$ cat config.mk
export PLATFORM = sky130hd
export DESIGN_NAME = simon_key_schedule
export DESIGN_NICKNAME = d
export VERILOG_FILES = /design/src/rtl/simon_key_schedule_pkg.sv /design/src/rtl/simon_key_schedule_step.sv /design/src/rtl/simon_key_schedule.sv
export SDC_FILE = /design/constraint.sdc
export NUM_CORES = 1
export LEC_CHECK = 0
export ABC_AREA = 0
export ABC_CLOCK_PERIOD_IN_PS = 3400
export CORE_ASPECT_RATIO = 1.75
export CORE_MARGIN = 5
export CORE_UTILIZATION = 45
export CTS_CLUSTER_SIZE = 10
export DETAILED_ROUTE_END_ITERATION = 12
export GPL_TIMING_DRIVEN = 0
export PLACE_DENSITY = 0.74
export SLEW_MARGIN = 20
export SYNTH_ARGS = -nofsm -noshare
export SYNTH_HDL_FRONTEND = slang
export SYNTH_SLANG_ARGS = --single-unit
$ cat constraint.sdc
create_clock -name clk -period 3.4 [get_ports clk]
set_input_delay 0.68 -clock clk [delete_from_list [all_inputs] [get_ports clk]]
set_output_delay 0.68 -clock clk [all_outputs]
set_load 0.02 [all_outputs]
$ cat src/rtl/simon_key_schedule_pkg.sv
// ============================================================================
// Module      : simon_pkg (package)
// Description : Shared Simon constants and helpers: z-sequences, round count
//               and z-sequence lookups, legal (n,m) check, round constant C.
// Revision    : 1.0 - parametrised successor to the Simon32/64-only generator
// ============================================================================
`default_nettype none

package simon_pkg;

  localparam int c_Z_LEN = 62;

  // Published sequences are written first-symbol-leftmost; flip so bit j holds symbol j.
  function automatic logic [61:0] rev62(input logic [61:0] s);
    logic [61:0] r;
    for (int j = 0; j < 62; j++) r[j] = s[61-j];
    return r;
  endfunction

  localparam logic [61:0] Z_SEQ [0:4] = '{
    rev62(62'b11111010001001010110000111001101111101000100101011000011100110),
    rev62(62'b10001110111110010011000010110101000111011111001001100001011010),
    rev62(62'b10101111011100000011010010011000101000010001111110010110110011),
    rev62(62'b11011011101011000110010111100000010010001010011100110100001111),
    rev62(62'b11010001111001101011011000100000010111000011001010010011101111)
  };

  function automatic bit legal_pair(input int n, input int m);
    case (n)
      16:      return (m == 4);
      24, 32:  return (m == 3) || (m == 4);
      48:      return (m == 2) || (m == 3);
      64:      return (m >= 2) && (m <= 4);
      default: return 1'b0;
    endcase
  endfunction

  function automatic int rounds(input int n, input int m);
    case (n)
      16:      return 32;
      24:      return 36;
      32:      return (m == 3) ? 42 : 44;
      48:      return (m == 2) ? 52 : 54;
      64:      return (m == 2) ? 68 : ((m == 3) ? 69 : 72);
      default: return 0;
    endcase
  endfunction

  function automatic int zsel(input int n, input int m);
    case (n)
      16:      return 0;
      24:      return (m == 3) ? 0 : 1;
      32:      return (m == 3) ? 2 : 3;
      48:      return (m == 2) ? 2 : 3;
      64:      return (m == 2) ? 2 : ((m == 3) ? 3 : 4);
      default: return 0;
    endcase
  endfunction

  // Round constant C = 2^n - 4 in the low n bits of a 64-bit word.
  function automatic logic [63:0] const_c(input int n);
    logic [63:0] mask;
    mask = (n >= 64) ? 64'hFFFF_FFFF_FFFF_FFFF : ((64'd1 << n) - 64'd1);
    return mask & ~64'd3;
  endfunction

endpackage

`default_nettype wire

$ cat src/rtl/simon_key_schedule_step.sv
// ============================================================================
// Module      : simon_ks_step
// Description : Combinational Simon key recurrence, one new key word from the
//               oldest window word, the second word, the newest word and z.
// Revision    : 1.0 - initial release
// ============================================================================
`default_nettype none

module simon_ks_step
  import simon_pkg::*;
#(
  parameter int WORD_W    = 16,
  parameter int KEY_WORDS = 4
) (
  input  logic [WORD_W-1:0] w0,
  input  logic [WORD_W-1:0] w1,
  input  logic [WORD_W-1:0] wlast,
  input  logic              zbit,
  output logic [WORD_W-1:0] new_word
);

  localparam logic [WORD_W-1:0] c_C = WORD_W'(const_c(WORD_W));

  logic [WORD_W-1:0] w_ror3;
  logic [WORD_W-1:0] w_mix;
  logic [WORD_W-1:0] w_tmp;

  assign w_ror3 = {wlast[2:0], wlast[WORD_W-1:3]};

  // Only four-word keys fold in the second window word.
  if (KEY_WORDS == 4) begin : g_m4
    assign w_mix = w_ror3 ^ w1;
  end else begin : g_m23
    logic w_unused_w1;
    assign w_unused_w1 = ^w1;
    assign w_mix       = w_ror3;
  end

  assign w_tmp    = w_mix ^ {w_mix[0], w_mix[WORD_W-1:1]};
  assign new_word = c_C ^ w0 ^ w_tmp ^ {{(WORD_W-1){1'b0}}, zbit};

endmodule

`default_nettype wire

$ cat src/rtl/simon_key_schedule.sv
// ============================================================================
// Module      : simon_key_schedule
// Description : Streams Simon round keys k[0]..k[T-1] from a master key over a
//               valid/ready interface, one key per cycle with backpressure.
//               Optional SIMON_KS_RESTART_EN adds a restart input that replays
//               the schedule from a shadow copy of the master key.
// Revision    : 1.0 - initial release
// ============================================================================
`default_nettype none

module simon_key_schedule
  import simon_pkg::*;
#(
  parameter int WORD_W    = 16,
  parameter int KEY_WORDS = 4
) (
  input  logic                        clk,
  input  logic                        rst,
  input  logic                        key_valid,
  output logic                        key_ready,
  input  logic [WORD_W*KEY_WORDS-1:0] key_in,
  output logic                        rk_valid,
  input  logic                        rk_ready,
  output logic [WORD_W-1:0]           rk_data,
  output logic [7:0]                  rk_index,
  output logic                        rk_last,
  output logic                        busy
`ifdef SIMON_KS_RESTART_EN
  ,
  input  logic                        restart
`endif
);

  localparam int          ROUNDS     = rounds(WORD_W, KEY_WORDS);
  localparam logic [7:0]  c_LAST_IDX = 8'(ROUNDS - 1);
  localparam logic [61:0] c_Z        = Z_SEQ[zsel(WORD_W, KEY_WORDS)];
  localparam logic [5:0]  c_ZC_MAX   = 6'(c_Z_LEN - 1);

  localparam logic [0:0]  c_S_IDLE   = 1'b0;
  localparam logic [0:0]  c_S_RUN    = 1'b1;

  if (!legal_pair(WORD_W, KEY_WORDS)) begin : g_illegal_pair
    $error("simon_key_schedule: unsupported (WORD_W, KEY_WORDS) pair");
  end

  logic [0:0]        r_state;
  logic [0:0]        w_state_next;
  logic [WORD_W-1:0] r_win [KEY_WORDS];
  logic [7:0]        r_idx;
  logic [5:0]        r_zc;
  logic              w_run;
  logic              w_load;
  logic              w_accept;
  logic              w_at_last;
  logic              w_restart;
  logic              w_advance;
  logic              w_zbit;
  logic [WORD_W-1:0] w_new;

  assign w_run     = (r_state == c_S_RUN);
  assign w_load    = !w_run && key_valid;
  assign w_accept  = w_run && rk_ready;
  assign w_at_last = (r_idx == c_LAST_IDX);
  assign w_advance = w_accept && !w_at_last && !w_restart;
  assign w_zbit    = c_Z[r_zc];

`ifdef SIMON_KS_RESTART_EN
  logic [WORD_W*KEY_WORDS-1:0] r_shadow;

  assign w_restart = w_run && restart;

  // Keep the master key for the whole schedule so it can be replayed.
  always_ff @(posedge clk) begin
    if (rst)         r_shadow <= '0;
    else if (w_load) r_shadow <= key_in;
  end
`else
  assign w_restart = 1'b0;
`endif

  simon_ks_step #(
    .WORD_W    (WORD_W),
    .KEY_WORDS (KEY_WORDS)
  ) u_step (
    .w0       (r_win[0]),
    .w1       (r_win[1]),
    .wlast    (r_win[KEY_WORDS-1]),
    .zbit     (w_zbit),
    .new_word (w_new)
  );

  // State register.
  always_ff @(posedge clk) begin
    if (rst) r_state <= c_S_IDLE;
    else     r_state <= w_state_next;
  end

  // Leave RUN only when the final key is taken and no replay is requested.
  always_comb begin
    w_state_next = r_state;
    case (r_state)
      c_S_IDLE: if (key_valid) w_state_next = c_S_RUN;
      c_S_RUN:  if (w_accept && w_at_last && !w_restart) w_state_next = c_S_IDLE;
      default:  w_state_next = c_S_IDLE;
    endcase
  end

  // Handshake and status outputs depend on state only, never on rk_ready.
  always_comb begin
    key_ready = 1'b0;
    rk_valid  = 1'b0;
    busy      = 1'b0;
    rk_last   = 1'b0;
    case (r_state)
      c_S_IDLE: key_ready = 1'b1;
      c_S_RUN: begin
        rk_valid = 1'b1;
        busy     = 1'b1;
        rk_last  = w_at_last;
      end
      default: key_ready = 1'b0;
    endcase
  end

  // Sliding window of k[i..i+m-1] with round and z counters.
  always_ff @(posedge clk) begin
    if (rst) begin
      for (int j = 0; j < KEY_WORDS; j++) r_win[j] <= '0;
      r_idx <= '0;
      r_zc  <= '0;
    end else if (w_load) begin
      for (int j = 0; j < KEY_WORDS; j++) r_win[j] <= key_in[j*WORD_W +: WORD_W];
      r_idx <= '0;
      r_zc  <= '0;
`ifdef SIMON_KS_RESTART_EN
    end else if (w_restart) begin
      for (int j = 0; j < KEY_WORDS; j++) r_win[j] <= r_shadow[j*WORD_W +: WORD_W];
      r_idx <= '0;
      r_zc  <= '0;
`endif
    end else if (w_advance) begin
      for (int j = 0; j < KEY_WORDS-1; j++) r_win[j] <= r_win[j+1];
      r_win[KEY_WORDS-1] <= w_new;
      r_idx <= r_idx + 8'd1;
      r_zc  <= (r_zc == c_ZC_MAX) ? 6'd0 : r_zc + 6'd1;
    end
  end

  assign rk_data  = r_win[0];
  assign rk_index = r_idx;

endmodule

`default_nettype wire

==> results.rst, run 1 <==
.. list-table::
   :header-rows: 1

   * - Metric
     - Value
   * - Utilization after layout
     - 0.625
   * - Category of the most critical setup path
     - reg2out
   * - Max stage delay cell, worst path
     - sky130_fd_sc_hd__clkdlybuf4s50_1
   * - Worst setup SP type
     - flop
   * - Slowest Stage Delay on Critical Path
     - 630 ps
   * - Gate Count Post-Synth
     - 315
   * - Number of setup buffers added after CTS
     - 0
   * - Post-CTS clock slew at the launch and capture registers of the worst setup and hold paths
     - around 60 ps
   * - Distinct cell type count after synthesis
     - 42
   * - Most instantiated library cell after synthesis
     - sky130_fd_sc_hd__edfxtp_1
   * - Power per standard cell area
     - 540 nW/µm²
   * - Boundary Pins
     - 96
   * - Number of buffers on the longest clock path
     - 2
   * - Critical-path maximum fanout
     - 6
   * - Clock latency of the later-clocked register in the worst-skew pair
     - approximately 340 ps
   * - Number of enable-type register cells in the synthesized netlist
     - 64
   * - Most frequent cells after synthesis
     - 64 x sky130_fd_sc_hd__edfxtp_1, 52 x sky130_fd_sc_hd__a22o_1, 46 x sky130_fd_sc_hd__xnor2_1, 23 x sky130_fd_sc_hd__nand2_1
   * - Number of failing setup endpoints in the final timing report
     - 0
   * - Max-capacitance violation count
     - 0
   * - Post-cts resize count
     - 0
   * - Synthesized area per cell
     - around 12 µm²
   * - Antenna diode count
     - 0
   * - Count of filler cells inserted in the layout
     - slightly above 700
   * - Final Max Tran Viols
     - 0
   * - Area of the die
     - 10,700 µm²
   * - Global placer's final weighted congestion
     - roughly 0.8
   * - Most used DFF post-synth
     - sky130_fd_sc_hd__edfxtp_1
   * - DIE HEIGHT
     - about 130 µm
   * - Kind of cell adding the most delay to the critical path
     - buffers and inverters
   * - Mapped Area
     - 3900 µm²
   * - Final min period
     - between 2000 and 3000 ps
   * - Total congestion overflow
     - 0
   * - Final period utilization
     - 0.822
   * - DRT Wirelength
     - around 11,000 µm
   * - Router iterations before antenna repair
     - 4
   * - Initial core utilization
     - 0.456
   * - Via density
     - between 5 and 6
   * - Number of cell rows
     - 45
   * - Fraction of layout cells with a size suffix above 1
     - 0.0588
   * - Syn Nets
     - 387
   * - Proportion of synthesized flip-flops having asynchronous set or reset
     - 0
   * - Non-Filler Cell Area, Final
     - 5350 µm²
   * - Quantity of I/O buffers inserted on ports
     - 94
   * - Unrepaired setup endpoints after global routing
     - false
   * - Synth warnings
     - 0
   * - Number of H-tree branching levels
     - 3
   * - Remaining design rule violation count
     - 0
   * - Area growth from synthesis to final layout
     - 37.1%
   * - Routed len/inst
     - 19.6 µm
   * - Worst slew pin tran
     - between 700 and 800 ps
   * - FF+latch count, synth
     - 80
   * - Post-Route Skew
     - 7.02 ps
   * - Part of the Yosys area used for sequential elements
     - 0.575
   * - Number of design-rule violations left by the first detailed-router iteration
     - 260
   * - Cell taking the most area after synthesis
     - sky130_fd_sc_hd__edfxtp_1
   * - Sort of element at the end of the critical path
     - output pin
   * - Worst endpoint required time
     - between 2000 and 3000 ps
   * - Leakage
     - 1.93 nW
   * - Number of buffers added by the clock tree synthesis step
     - 9
   * - Global-route wire length before repair
     - around 16,000 µm
   * - Remaining max-slew budget at the tightest pin
     - 0.499
   * - Sinks on the clock net
     - 80
   * - Total met3 wirelength after detailed routing
     - 716 µm
   * - Peak Freq
     - roughly 360 MHz
   * - Hold Vio Cnt, Final
     - 0
   * - Quantity of hold-fixing buffers added after cts
     - 0
   * - Die W
     - 80.4 µm
   * - Post-DRT Antenna Nets
     - 0
   * - Arr. time, crit path
     - 2110 ps
   * - Met2 WL post-DR
     - approximately 5600 µm
   * - Final HPWL DP
     - between 7000 and 8000 µm
   * - Final layout net count
     - ~490
   * - Number of global-route vias before repair
     - 3,049
   * - Placed standard-cell area
     - between 4000 and 5000 µm²
   * - GR Util All Layers
     - 0.202
   * - TritonCTS clock tree
     - built
   * - Clock Tree Root
     - sky130_fd_sc_hd__clkbuf_16
   * - Wire length on met1
     - roughly 4000 µm
   * - Initial antenna violation count
     - 0
   * - List of cells traversed by the critical path
     - ha_1, nand4_1, nor3_1, clkdlybuf4s50_1
   * - Core Footprint
     - roughly 8600 µm²
   * - WP buf/inv
     - 1
   * - Portion of synthesized cell area occupied by the leading cell type
     - 0.492
   * - Largest cells by area after synthesis
     - sky130_fd_sc_hd__edfxtp_1 49%, sky130_fd_sc_hd__a22o_1 12%, sky130_fd_sc_hd__xnor2_1 10%, sky130_fd_sc_hd__dfxtp_1 8.2%, sky130_fd_sc_hd__xor2_1 2.2%
   * - Largest net degree at the start of global routing
     - 33
   * - VDD IR-drop max
     - 276 µV
   * - Class of the tightest hold or removal check
     - reg2reg
   * - Final sum of negative setup slack
     - 0 ps
   * - Via count
     - 2,951
   * - Top routing layer in use
     - met4
   * - Status
     - finished, final reports clean
cell type report:
cell class	instances	area, µm²	share of cell area
Multi-Input combinational cell	209	1540	0.288
Buffer	17	83.8	0.0157
Inverter	9	33.8	0.00631
Clock inverter	6	131	0.0246
Sequential cell	80	2240	0.419
Tap cell	117	146	0.0274
Timing Repair Buffer	94	941	0.176
Clock buffer	10	229	0.0428
state kept, by name (all words and copies together) (netlist names):
name / cells
r_state: 1
r_win: 64
r_zc: 6
rk_index: 8
u_step.zbit: 1
per-layer routing:
metal  vias up  GRT usage
met5         -          0
met4         0     0.0883
met3        19     0.0399
met2       112      0.355
met1      1429      0.232
li1       1391          -
path summary, 6_finish.rpt:
check	cells after the start	start	slack (ps)	end
worst min register to register	1	r_win[2][6]	540	r_win[1][6]
worst max register to register	9	rk_index[0]	690	u_step.zbit
worst max-delay path	4	rk_index[0]	610	rk_last
worst min-delay path	1	r_win[2][6]	540	r_win[1][6]
through the flow:
stage / total power, mW / setup WS [ps] / hold WS, ps / cells
final: 2.89 / 605 / 544 / 542
after global routing: 2.99 / 459 / 554 / 542
after CTS: 2.91 / 578 / 547 / 542
after detailed placement: 1.75 / 318 / 533 / 526
after global placement: 1.74 / 85.4 / 517 / 526
after floorplan: 1.54 / 983 / 512 / 315
kinds of logic after synthesis:
logic type	share of synthesized area
fa+ha+maj	0.0128
xor+xnor	0.126
simple gates	0.0718
flops	0.575
compound gates	0.182
buf+inv	0.0301
mux	0.00257
where the power goes:
group	switching (mW)	leakage [nW]	internal, mW
sequential	0.0598	0.830	1.16
combinational	0.238	0.926	0.271
clock	0.371	0.170	0.789
total	0.669	1.93	2.22
cell usage in the layout, fill, tap and decap left out, types with 2 or more instances in the layout:
master | netlist | routed
sky130_fd_sc_hd__clkdlybuf4s50_1 | 0 | 94
sky130_fd_sc_hd__edfxtp_1 | 64 | 64
sky130_fd_sc_hd__a22o_1 | 52 | 52
sky130_fd_sc_hd__xnor2_1 | 46 | 46
sky130_fd_sc_hd__nand2_1 | 23 | 23
sky130_fd_sc_hd__o21ai_0 | 16 | 16
sky130_fd_sc_hd__dfxtp_1 | 16 | 16
sky130_fd_sc_hd__nor2_1 | 14 | 14
sky130_fd_sc_hd__clkbuf_1 | 13 | 14
sky130_fd_sc_hd__xor2_1 | 10 | 10
sky130_fd_sc_hd__clkbuf_16 | 0 | 9
sky130_fd_sc_hd__inv_1 | 9 | 8
sky130_fd_sc_hd__a21oi_1 | 6 | 6
sky130_fd_sc_hd__nand3_1 | 5 | 5
sky130_fd_sc_hd__ha_1 | 4 | 4
sky130_fd_sc_hd__bufinv_16 | 0 | 4
sky130_fd_sc_hd__nand4_1 | 3 | 3
sky130_fd_sc_hd__buf_6 | 2 | 2
sky130_fd_sc_hd__nand2b_1 | 2 | 2
sky130_fd_sc_hd__and3_1 | 2 | 2
sky130_fd_sc_hd__nor2b_1 | 2 | 2
sky130_fd_sc_hd__or3_1 | 2 | 2
sky130_fd_sc_hd__nor3_1 | 2 | 2
worst register-to-register path: cells and delay by family (launching register included):
family / cells / cell delay (ps)
and+or+nand+nor: 3 / 620
adders and majority gates: 1 / 240
DFF: 1 / 440
AOI/OAI and AO/OA: 5 / 1290
(Power assumes the default switching activity.)
==> inputs of run 2 (changes only) <==
--- a/config.mk
+++ b/config.mk
@@ -6,14 +6,14 @@
 export NUM_CORES = 1
 export LEC_CHECK = 0
 export ABC_AREA = 0
-export ABC_CLOCK_PERIOD_IN_PS = 3400
+export ABC_CLOCK_PERIOD_IN_PS = 2400
 export CORE_ASPECT_RATIO = 1.75
 export CORE_MARGIN = 5
 export CORE_UTILIZATION = 45
 export CTS_CLUSTER_SIZE = 10
 export DETAILED_ROUTE_END_ITERATION = 12
 export GPL_TIMING_DRIVEN = 0
-export PLACE_DENSITY = 0.74
+export PLACE_DENSITY = 0.77
 export SLEW_MARGIN = 20
 export SYNTH_ARGS = -nofsm -noshare
 export SYNTH_HDL_FRONTEND = slang
==> constraint.sdc (replaced) <==
create_clock -name clk -period 2.4 [get_ports clk]
set_input_delay 0.48 -clock clk [delete_from_list [all_inputs] [get_ports clk]]
set_output_delay 0.48 -clock clk [all_outputs]
set_load 0.02 [all_outputs]
==> results.rst, run 2 (synthesis gave the netlist of run 1 again) <==
.. list-table::
   :header-rows: 1

   * - Metric
     - Value
   * - Status
     - finished with violations (was finished, final reports clean)
   * - Violations in the final reports
     - negative setup slack
   * - Internal power
     - 2.87 mW (was 2.22 mW)
   * - Critical-path maximum fanout
     - 7 (was 6)
   * - Clock latency of the later-clocked register in the worst-skew pair
     - 330 ps (was 340 ps)
   * - Setup slack of the worst register-to-register path
     - -20 ps (was 690 ps)
   * - Quantity of hold-fixing buffers added after cts
     - 0 (unchanged)
   * - Number of buffers added by the clock tree synthesis step
     - 9 (unchanged)
   * - Quantity of I/O buffers inserted on ports
     - 94 (unchanged)
   * - Final Max Tran Viols
     - 0 (unchanged)
   * - Peak Freq
     - ~410 MHz
   * - Max reg flops
     - 64 (unchanged)
   * - Post-DRT Antenna Nets
     - 0 (unchanged)
   * - R2r startpoint
     - rk_index[0] (unchanged)
   * - VDD IR-drop max
     - 375 µV (was 276 µV)
   * - Clock Tree Root
     - sky130_fd_sc_hd__clkbuf_16 (unchanged)
   * - Top register by number of flip-flops
     - r_win (unchanged)
   * - Final min period
     - 2420 ps
   * - Largest net degree at the start of global routing
     - 33 (unchanged)
   * - Fin worst setup slack
     - -23.3 ps (was 605 ps)
   * - Most common library cell in the layout ignoring fill and taps
     - sky130_fd_sc_hd__clkdlybuf4s50_1 (unchanged)
   * - Final sum of negative setup slack
     - -23.3 ps (was 0 ps)
   * - Number of design-rule violations left by the first detailed-router iteration
     - 258 (was 260)
   * - Remaining max-slew budget at the tightest pin
     - 0.506 (was 0.499)
   * - Core Footprint
     - 8560 µm² (unchanged)
   * - Sinks on the clock net
     - 80 (unchanged)
   * - Post-Route Skew
     - 10.8 ps (was 7.02 ps)
   * - Proportion of total power due to net switching
     - 0.252 (was 0.232)
   * - Total congestion overflow
     - 0 (unchanged)
   * - Category of the most critical setup path
     - reg2reg (was reg2out)
   * - Remaining design rule violation count
     - 0 (unchanged)
   * - Flop pwr share
     - 0.449 (was 0.422)
   * - Combinational share of power
     - 0.193 (was 0.176)
   * - Power per standard cell area
     - 711 nW/µm² (was 540 nW/µm²)
   * - Router iterations before antenna repair
     - 4 (unchanged)
   * - Leakage
     - 1.97 nW (was 1.93 nW)
   * - Boundary Pins
     - 96 (unchanged)
   * - Global-route wire length before repair
     - 16,600 µm (was 16,000 µm)
   * - Final period utilization
     - 1.01
   * - Clock group share of total power
     - 0.358 (was 0.402)
   * - Number of buffers on the longest clock path
     - 2 (unchanged)
   * - Number of H-tree branching levels
     - 3 (unchanged)
   * - Commonest cells after routing, fill and taps aside
     - 93 x sky130_fd_sc_hd__clkdlybuf4s50_1, 64 x sky130_fd_sc_hd__edfxtp_1, 52 x sky130_fd_sc_hd__a22o_1, 46 x sky130_fd_sc_hd__xnor2_1, 23 x sky130_fd_sc_hd__nand2_1 (was 94 x sky130_fd_sc_hd__clkdlybuf4s50_1, 64 x sky130_fd_sc_hd__edfxtp_1, 52 x sky130_fd_sc_hd__a22o_1, 46 x sky130_fd_sc_hd__xnor2_1, 23 x sky130_fd_sc_hd__nand2_1)
   * - Fraction of layout cells with a size suffix above 1
     - 0.107 (was 0.0588)
   * - Initial core utilization
     - 0.456 (unchanged)
   * - Post-CTS clock slew at the launch and capture registers of the worst setup and hold paths
     - 60 ps (about the same)
   * - Area growth from synthesis to final layout
     - 38.3% (was 37.1%)
   * - Via count
     - 2,990 (was 2,951)
   * - DRT Wirelength
     - 10,700 µm (was 10,600 µm)
   * - Global placer's final weighted congestion
     - 0.816 (was 0.806)
   * - GR Util All Layers
     - 0.207 (was 0.202)
   * - Critical path origin
     - rk_index[0] (unchanged)
   * - Hold Path Origin
     - rst (was r_win[2][6])
   * - Routed len/inst
     - 19.6 µm (about the same)
   * - Sort of element at the end of the critical path
     - flop (was output pin)
   * - Arr. time, crit path
     - 2640 ps (was 2110 ps)
   * - Net switching component of the power
     - 0.967 mW (was 0.669 mW)
   * - Worst slew pin tran
     - 738 ps (was 750 ps)
   * - Number of cell rows
     - 45 (unchanged)
   * - Initial antenna violation count
     - 0 (unchanged)
   * - TritonCTS clock tree
     - built (unchanged)
   * - Final HPWL DP
     - 7910 µm (was 7780 µm)
   * - Worst endpoint required time
     - 2620 ps (was 2720 ps)
   * - Via density
     - 5.49 (was 5.44)
   * - Unrepaired setup endpoints after global routing
     - true (was false)
   * - Worst setup SP type
     - flop (unchanged)
   * - Antenna diode count
     - 0 (unchanged)
   * - Worst Reg2Reg Path Length in Cells
     - 10 (was 9)
   * - Instance count along the most critical hold path
     - 2 (was 1)
   * - Die W
     - 80.4 µm (unchanged)
   * - Hold Vio Cnt, Final
     - 0 (unchanged)
   * - Class of the tightest hold or removal check
     - in2reg (was reg2reg)
   * - Final layout net count
     - 495 (was 492)
   * - Number of failing setup endpoints in the final timing report
     - 1 (was 0)
   * - Max-capacitance violation count
     - 0 (unchanged)
   * - DIE HEIGHT
     - 133 µm (unchanged)
   * - Area of the die
     - 10,700 µm² (unchanged)
   * - Number of global-route vias before repair
     - 3,100 (was 3,049)
   * - Utilization after layout
     - 0.631 (was 0.625)
==> run 2: cell types whose count changed in the layout (fill, tap and decap cells not counted), moves of 3 or more <==
cell                         before  now
sky130_fd_sc_hd__clkbuf_2         0    6
sky130_fd_sc_hd__buf_4            1    4
sky130_fd_sc_hd__clkbuf_1        14    8
sky130_fd_sc_hd__inv_1            8    5
sky130_fd_sc_hd__clkinvlp_4       1    4
sky130_fd_sc_hd__bufinv_16        4    1
==> run 2: layout make-up <==
type | instances | area (µm²)
clock inverter | 4 | 53.8
clock buffer | 12 | 246
inverter | 9 | 43.8
multi-input combinational | 209 | 1590
fill | 689 | 3160
timing repair buffer | 98 | 982
tap | 117 | 146
buffer | 16 | 87.6
sequential | 80 | 2250
==> run 2: power groups by stage <==
stage / registers [mW] / clock network, mW / logic, mW
floorplan: 1.76 / 0 / 0.415
global placement: 1.75 / 0 / 0.713
detailed placement: 1.75 / 0 / 0.722
CTS: 1.72 / 1.40 / 0.739
global route: 1.73 / 1.45 / 0.792
finish: 1.72 / 1.38 / 0.740
==> run 2: metrics by stage <==
stage | power [mW] | hold WS [ps] | instances | instance area [µm²] | setup WS (ps)
global placement | 2.46 | 516 | 526 | 4990 | -731
CTS | 3.86 | 385 | 543 | 5340 | -182
detailed placement | 2.47 | 528 | 526 | 4990 | -475
global route | 3.98 | 408 | 545 | 5400 | -192
floorplan | 2.18 | 512 | 315 | 3900 | 15.6
finish | 3.84 | 397 | 545 | 5400 | -23.3
==> run 2: per-layer routing <==
metal,GRT usage,vias up,routed length [µm],part of all wire
met4,0.0555,0,136,0.013
met1,0.231,1462,3910,0.37
met5,0,-,0,0
li1,-,1398,-,-
met3,0.0392,10,591,0.055
met2,0.388,120,6020,0.56
==> run 2: critical path, stage by stage (launching register included) <==
cell                        delay (ps)
sky130_fd_sc_hd__dfxtp_4           360
sky130_fd_sc_hd__ha_2              190
sky130_fd_sc_hd__nand4_1           190
sky130_fd_sc_hd__o211a_1           350
sky130_fd_sc_hd__o21ai_0           150
sky130_fd_sc_hd__a31o_1            250
sky130_fd_sc_hd__buf_6             130
sky130_fd_sc_hd__and2_4            170
sky130_fd_sc_hd__a211o_1           260
sky130_fd_sc_hd__a22oi_1           180
sky130_fd_sc_hd__o2bb2ai_1          80
==> run 2: path summary, 6_finish.rpt <==
check | to
setup / recovery | u_step.zbit
hold / removal | r_state
setup reg to reg | u_step.zbit
hold reg to reg | rk_index[0]
==> run 2: what timing repair did <==
| action | 4_1_cts | 5_1_grt |
|---|---|---|
| setup endpoints to repair | 13 | 126 |
| setup buffers | 1 | 3 |
| pin swaps | 1 | 3 |
| resized for setup | 5 | 24 |
==> inputs of run 3 (changes only) <==
--- a/config.mk
+++ b/config.mk
@@ -13,8 +13,10 @@
 export CTS_CLUSTER_SIZE = 10
 export DETAILED_ROUTE_END_ITERATION = 12
 export GPL_TIMING_DRIVEN = 0
-export PLACE_DENSITY = 0.77
+export PLACE_DENSITY = 0.76
+export REMOVE_ABC_BUFFERS = 1
 export SLEW_MARGIN = 20
 export SYNTH_ARGS = -nofsm -noshare
 export SYNTH_HDL_FRONTEND = slang
+export SYNTH_HIERARCHICAL = 1
 export SYNTH_SLANG_ARGS = --single-unit
==> results.rst, run 3 <==
.. list-table::
   :header-rows: 1

   * - Metric
     - Value
   * - VDD IR-drop max
     - 432 µV (was 375 µV)
   * - Via count
     - 3,031 (was 2,990)
   * - Unrepaired setup endpoints after global routing
     - true (unchanged)
   * - Count of filler cells inserted in the layout
     - 738 (was 689)
   * - Worst setup SP type
     - flop (unchanged)
   * - Net switching component of the power
     - 0.888 mW (was 0.967 mW)
   * - FF+latch count, synth
     - 80 (unchanged)
   * - Final period utilization
     - 0.988 (was 1.01)
   * - Number of enable-type register cells in the synthesized netlist
     - 64 (unchanged)
   * - Sort of element at the end of the critical path
     - flop (unchanged)
   * - DIE HEIGHT
     - 138 µm (was 133 µm)
   * - R2r startpoint
     - rk_index[0] (unchanged)
   * - Die W
     - 83.2 µm (was 80.4 µm)
   * - Most common library cell in the layout ignoring fill and taps
     - sky130_fd_sc_hd__clkdlybuf4s50_1 (unchanged)
   * - Sinks on the clock net
     - 80 (unchanged)
   * - Arr. time, crit path
     - 2560 ps (was 2640 ps)
   * - Global-route wire length before repair
     - 17,000 µm (was 16,600 µm)
   * - Boundary Pins
     - 96 (unchanged)
   * - Non-Filler Cell Area, Final
     - 5660 µm² (was 5400 µm²)
   * - Initial core utilization
     - 0.464 (was 0.456)
   * - Met3 track demand over resource in global routing
     - 0.0416 (was 0.0392)
   * - Status
     - finished, final reports clean (was finished with violations)
   * - Final Max Tran Viols
     - 0 (unchanged)
   * - Post-Route Skew
     - 6.63 ps (was 10.8 ps)
   * - Clock Tree Root
     - sky130_fd_sc_hd__clkbuf_16 (unchanged)
   * - Remaining max-slew budget at the tightest pin
     - 0.440 (was 0.506)
   * - Number of H-tree branching levels
     - 3 (unchanged)
   * - Post-route total power
     - 3.66 mW (was 3.84 mW)
   * - Portion of synthesized cell area occupied by the leading cell type
     - 0.456 (was 0.492)
   * - Clock latency of the later-clocked register in the worst-skew pair
     - 330 ps (about the same)
   * - Critical-path maximum fanout
     - 25 (was 7)
   * - Capture point of the worst reg-to-reg path
     - r_win[3][4] (was u_step.zbit)
   * - GR Util All Layers
     - 0.188 (was 0.207)
   * - Worst endpoint required time
     - 2590 ps (was 2620 ps)
   * - Instance count along the most critical hold path
     - 1 (was 2)
   * - Synthesized area per cell
     - 13.9 µm² (was 12.4 µm²)
   * - Proportion of synthesized flip-flops having asynchronous set or reset
     - 0 (unchanged)
   * - Placed standard-cell area
     - 5340 µm² (was 4990 µm²)
   * - Remaining design rule violation count
     - 0 (unchanged)
   * - Cell taking the most area after synthesis
     - sky130_fd_sc_hd__edfxtp_1 (unchanged)
   * - Number of design-rule violations left by the first detailed-router iteration
     - 140 (was 258)
   * - Largest net degree at the start of global routing
     - 33 (unchanged)
   * - Antenna diode count
     - 0 (unchanged)
   * - Number of cell rows
     - 46 (was 45)
   * - Category of the most critical setup path
     - reg2reg (unchanged)
   * - Gate Count Post-Synth
     - 303 (was 315)
   * - Part of the Yosys area used for sequential elements
     - 0.532 (was 0.575)
   * - Router iterations before antenna repair
     - 4 (unchanged)
   * - Number of buffers added by the clock tree synthesis step
     - 9 (unchanged)
   * - Utilization after layout
     - 0.622 (was 0.631)
   * - Total congestion overflow
     - 0 (unchanged)
   * - Met1 track demand over resource
     - 0.212 (was 0.231)
   * - Number of buffers on the longest clock path
     - 2 (unchanged)
   * - Final layout net count
     - 470 (was 495)
   * - Flop pwr share
     - 0.468 (was 0.449)
   * - Area growth from synthesis to final layout
     - 34.1% (was 38.3%)
   * - Number of global-route vias before repair
     - 3,226 (was 3,100)
   * - Fraction of layout cells with a size suffix above 1
     - 0.109 (was 0.107)
   * - DRT Wirelength
     - 10,800 µm (was 10,700 µm)
   * - Met2 Usage GRT
     - 0.338 (was 0.388)
   * - Final sum of negative setup slack
     - 0 ps (was -23.3 ps)
   * - Hold Path Origin
     - r_win[2][12] (was rst)
   * - Worst hold endpoint
     - r_win[1][12] (was r_state)
   * - Most frequent cells after synthesis
     - 66 x sky130_fd_sc_hd__a22o_1, 64 x sky130_fd_sc_hd__edfxtp_1, 16 x sky130_fd_sc_hd__dfxtp_1, 15 x sky130_fd_sc_hd__nor2_1, 15 x sky130_fd_sc_hd__xnor3_1 (was 64 x sky130_fd_sc_hd__edfxtp_1, 52 x sky130_fd_sc_hd__a22o_1, 46 x sky130_fd_sc_hd__xnor2_1, 23 x sky130_fd_sc_hd__nand2_1)
   * - Number of failing setup endpoints in the final timing report
     - 0 (was 1)
   * - Final HPWL DP
     - 7820 µm (was 7910 µm)
   * - Internal power
     - 2.77 mW (was 2.87 mW)
   * - Max reg flops
     - 64 (unchanged)
   * - Largest cells by area after synthesis
     - sky130_fd_sc_hd__edfxtp_1 46%, sky130_fd_sc_hd__a22o_1 14%, sky130_fd_sc_hd__xnor3_1 8.0%, sky130_fd_sc_hd__dfxtp_1 7.6%, sky130_fd_sc_hd__xnor2_1 2.9% (was sky130_fd_sc_hd__edfxtp_1 49%, sky130_fd_sc_hd__a22o_1 12%, sky130_fd_sc_hd__xnor2_1 10%, sky130_fd_sc_hd__dfxtp_1 8.2%, sky130_fd_sc_hd__xor2_1 2.2%)
   * - Proportion of total power due to net switching
     - 0.243 (was 0.252)
   * - Distinct cell type count after synthesis
     - 49 (was 42)
   * - Post-CTS clock slew at the launch and capture registers of the worst setup and hold paths
     - 60 ps (about the same)
   * - Synth warnings
     - 6 (was 0)
   * - Hold Vio Cnt, Final
     - 0 (unchanged)
   * - Worst Reg2Reg Path Length in Cells
     - 7 (was 10)
   * - Combinational share of power
     - 0.199 (was 0.193)
   * - Leakage
     - 2.22 nW (was 1.97 nW)
   * - Via density
     - 5.80 (was 5.49)
   * - Power per standard cell area
     - 646 nW/µm² (was 711 nW/µm²)
   * - Post-DRT Antenna Nets
     - 0 (unchanged)
   * - Max stage delay cell, worst path
     - sky130_fd_sc_hd__nor2_4 (was sky130_fd_sc_hd__dfxtp_4)
   * - Most used DFF post-synth
     - sky130_fd_sc_hd__edfxtp_1 (unchanged)
   * - Top register by number of flip-flops
     - r_win (unchanged)
   * - Commonest cells after routing, fill and taps aside
     - 94 x sky130_fd_sc_hd__clkdlybuf4s50_1, 66 x sky130_fd_sc_hd__a22o_1, 64 x sky130_fd_sc_hd__edfxtp_1, 16 x sky130_fd_sc_hd__dfxtp_1, 15 x sky130_fd_sc_hd__xnor3_1 (was 93 x sky130_fd_sc_hd__clkdlybuf4s50_1, 64 x sky130_fd_sc_hd__edfxtp_1, 52 x sky130_fd_sc_hd__a22o_1, 46 x sky130_fd_sc_hd__xnor2_1, 23 x sky130_fd_sc_hd__nand2_1)
   * - Class of the tightest hold or removal check
     - reg2reg (was in2reg)
   * - Clock group share of total power
     - 0.333 (was 0.358)
   * - Slowest Stage Delay on Critical Path
     - 500 ps (was 360 ps)
   * - Peak Freq
     - 422 MHz (was 413 MHz)
   * - Mapped Area
     - 4220 µm² (was 3900 µm²)
   * - Max-capacitance violation count
     - 0 (unchanged)
   * - Quantity of I/O buffers inserted on ports
     - 95 (was 94)
   * - Setup slack of the worst register-to-register path
     - 30 ps (was -20 ps)
   * - Worst slew pin tran
     - 838 ps (was 738 ps)
   * - TritonCTS clock tree
     - built (unchanged)
   * - Routed len/inst
     - 20.6 µm (was 19.6 µm)
   * - Area of the die
     - 11,500 µm² (was 10,700 µm²)
   * - Global placer's final weighted congestion
     - 0.807 (was 0.816)
   * - List of cells traversed by the critical path
     - ha_2, and4b_4, a21o_4, buf_4, nor2_4, buf_16, a22o_1 (was ha_2, nand4_1, o211a_1, o21ai_0, a31o_1, buf_6, and2_4, a211o_1, a22oi_1, o2bb2ai_1)
   * - Core Footprint
     - 9090 µm² (was 8560 µm²)
   * - Initial antenna violation count
     - 0 (unchanged)
   * - Most congested layer reported by global routing
     - met2 (unchanged)
   * - Most instantiated library cell after synthesis
     - sky130_fd_sc_hd__a22o_1 (was sky130_fd_sc_hd__edfxtp_1)
   * - Final min period
     - 2370 ps (was 2420 ps)
run 3: critical path: cells and delay by family, from the launching register on:
family	cells	cell delay (ps)
AND/OR/NAND/NOR	2	760
buffers and inverters	2	410
adder cells (fa/ha/maj)	1	230
flip-flops	1	350
AO/OA/AOI/OAI	2	470
run 3: area by class of cell:
| cell class | instances | area [µm²] | area share |
|---|---|---|---|
| clock inverter | 6 | 36.3 | 0.00642 |
| timing repair buffer | 103 | 1090 | 0.192 |
| inverter | 8 | 30.0 | 0.00531 |
| multi-input combinational | 196 | 1880 | 0.333 |
| clock buffer | 10 | 229 | 0.0405 |
| tap | 120 | 150 | 0.0265 |
| sequential | 80 | 2240 | 0.396 |
run 3: timing repair:
item / CTS / global route
setup buffers: 0 / 4
setup endpoints to repair: 130 / 66
hold buffers: 0 / 0
gates resized for setup: 7 / 3
run 3: worst max-delay path by stage:
stage | slack [ps] | to | cells after the start | start
final | 30 | r_win[3][4] | 7 | rk_index[0]
after global routing | -90 | w_zbit | 8 | rk_index[0]
after CTS | 20 | w_zbit | 7 | rk_index[0]
after detailed placement | -660 | w_zbit | 7 | rk_ready
after global placement | -3190 | r_win[1][1] | 5 | rk_ready
after floorplan | -1480 | r_win[0][0] | 5 | rk_index[0]
run 3: cells by family after synthesis:
logic type	count (synthesis)	share of synthesized area
compound gates	97	0.212
xor+xnor	41	0.139
fa+ha+maj	4	0.0119
buf+inv	27	0.0332
flops	80	0.532
mux	3	0.00712
simple gates	51	0.0650
run 3: power by group through the flow:
stage / registers, mW / clock network (mW) / logic, mW
global route: 1.72 / 1.31 / 0.770
finish: 1.71 / 1.22 / 0.727
global placement: 1.74 / 0 / 0.695
CTS: 1.71 / 1.24 / 0.726
floorplan: 1.75 / 0 / 0.407
detailed placement: 1.74 / 0 / 0.718
run 3: stage by stage:
stage | hold slack, ps | std cells | setup slack, ps
finish | 556 | 523 | 28.8
global route | 566 | 523 | -87.5
CTS | 558 | 519 | 21.7
detailed placement | 529 | 503 | -662
global placement | 518 | 499 | -3190
floorplan | 518 | 284 | -1480
run 3: routing by layer:
layer,vias to the layer above,part of all wire
met3,20,0.049
met5,-,0
met4,0,0.028
li1,1414,-
met2,116,0.53
met1,1481,0.39
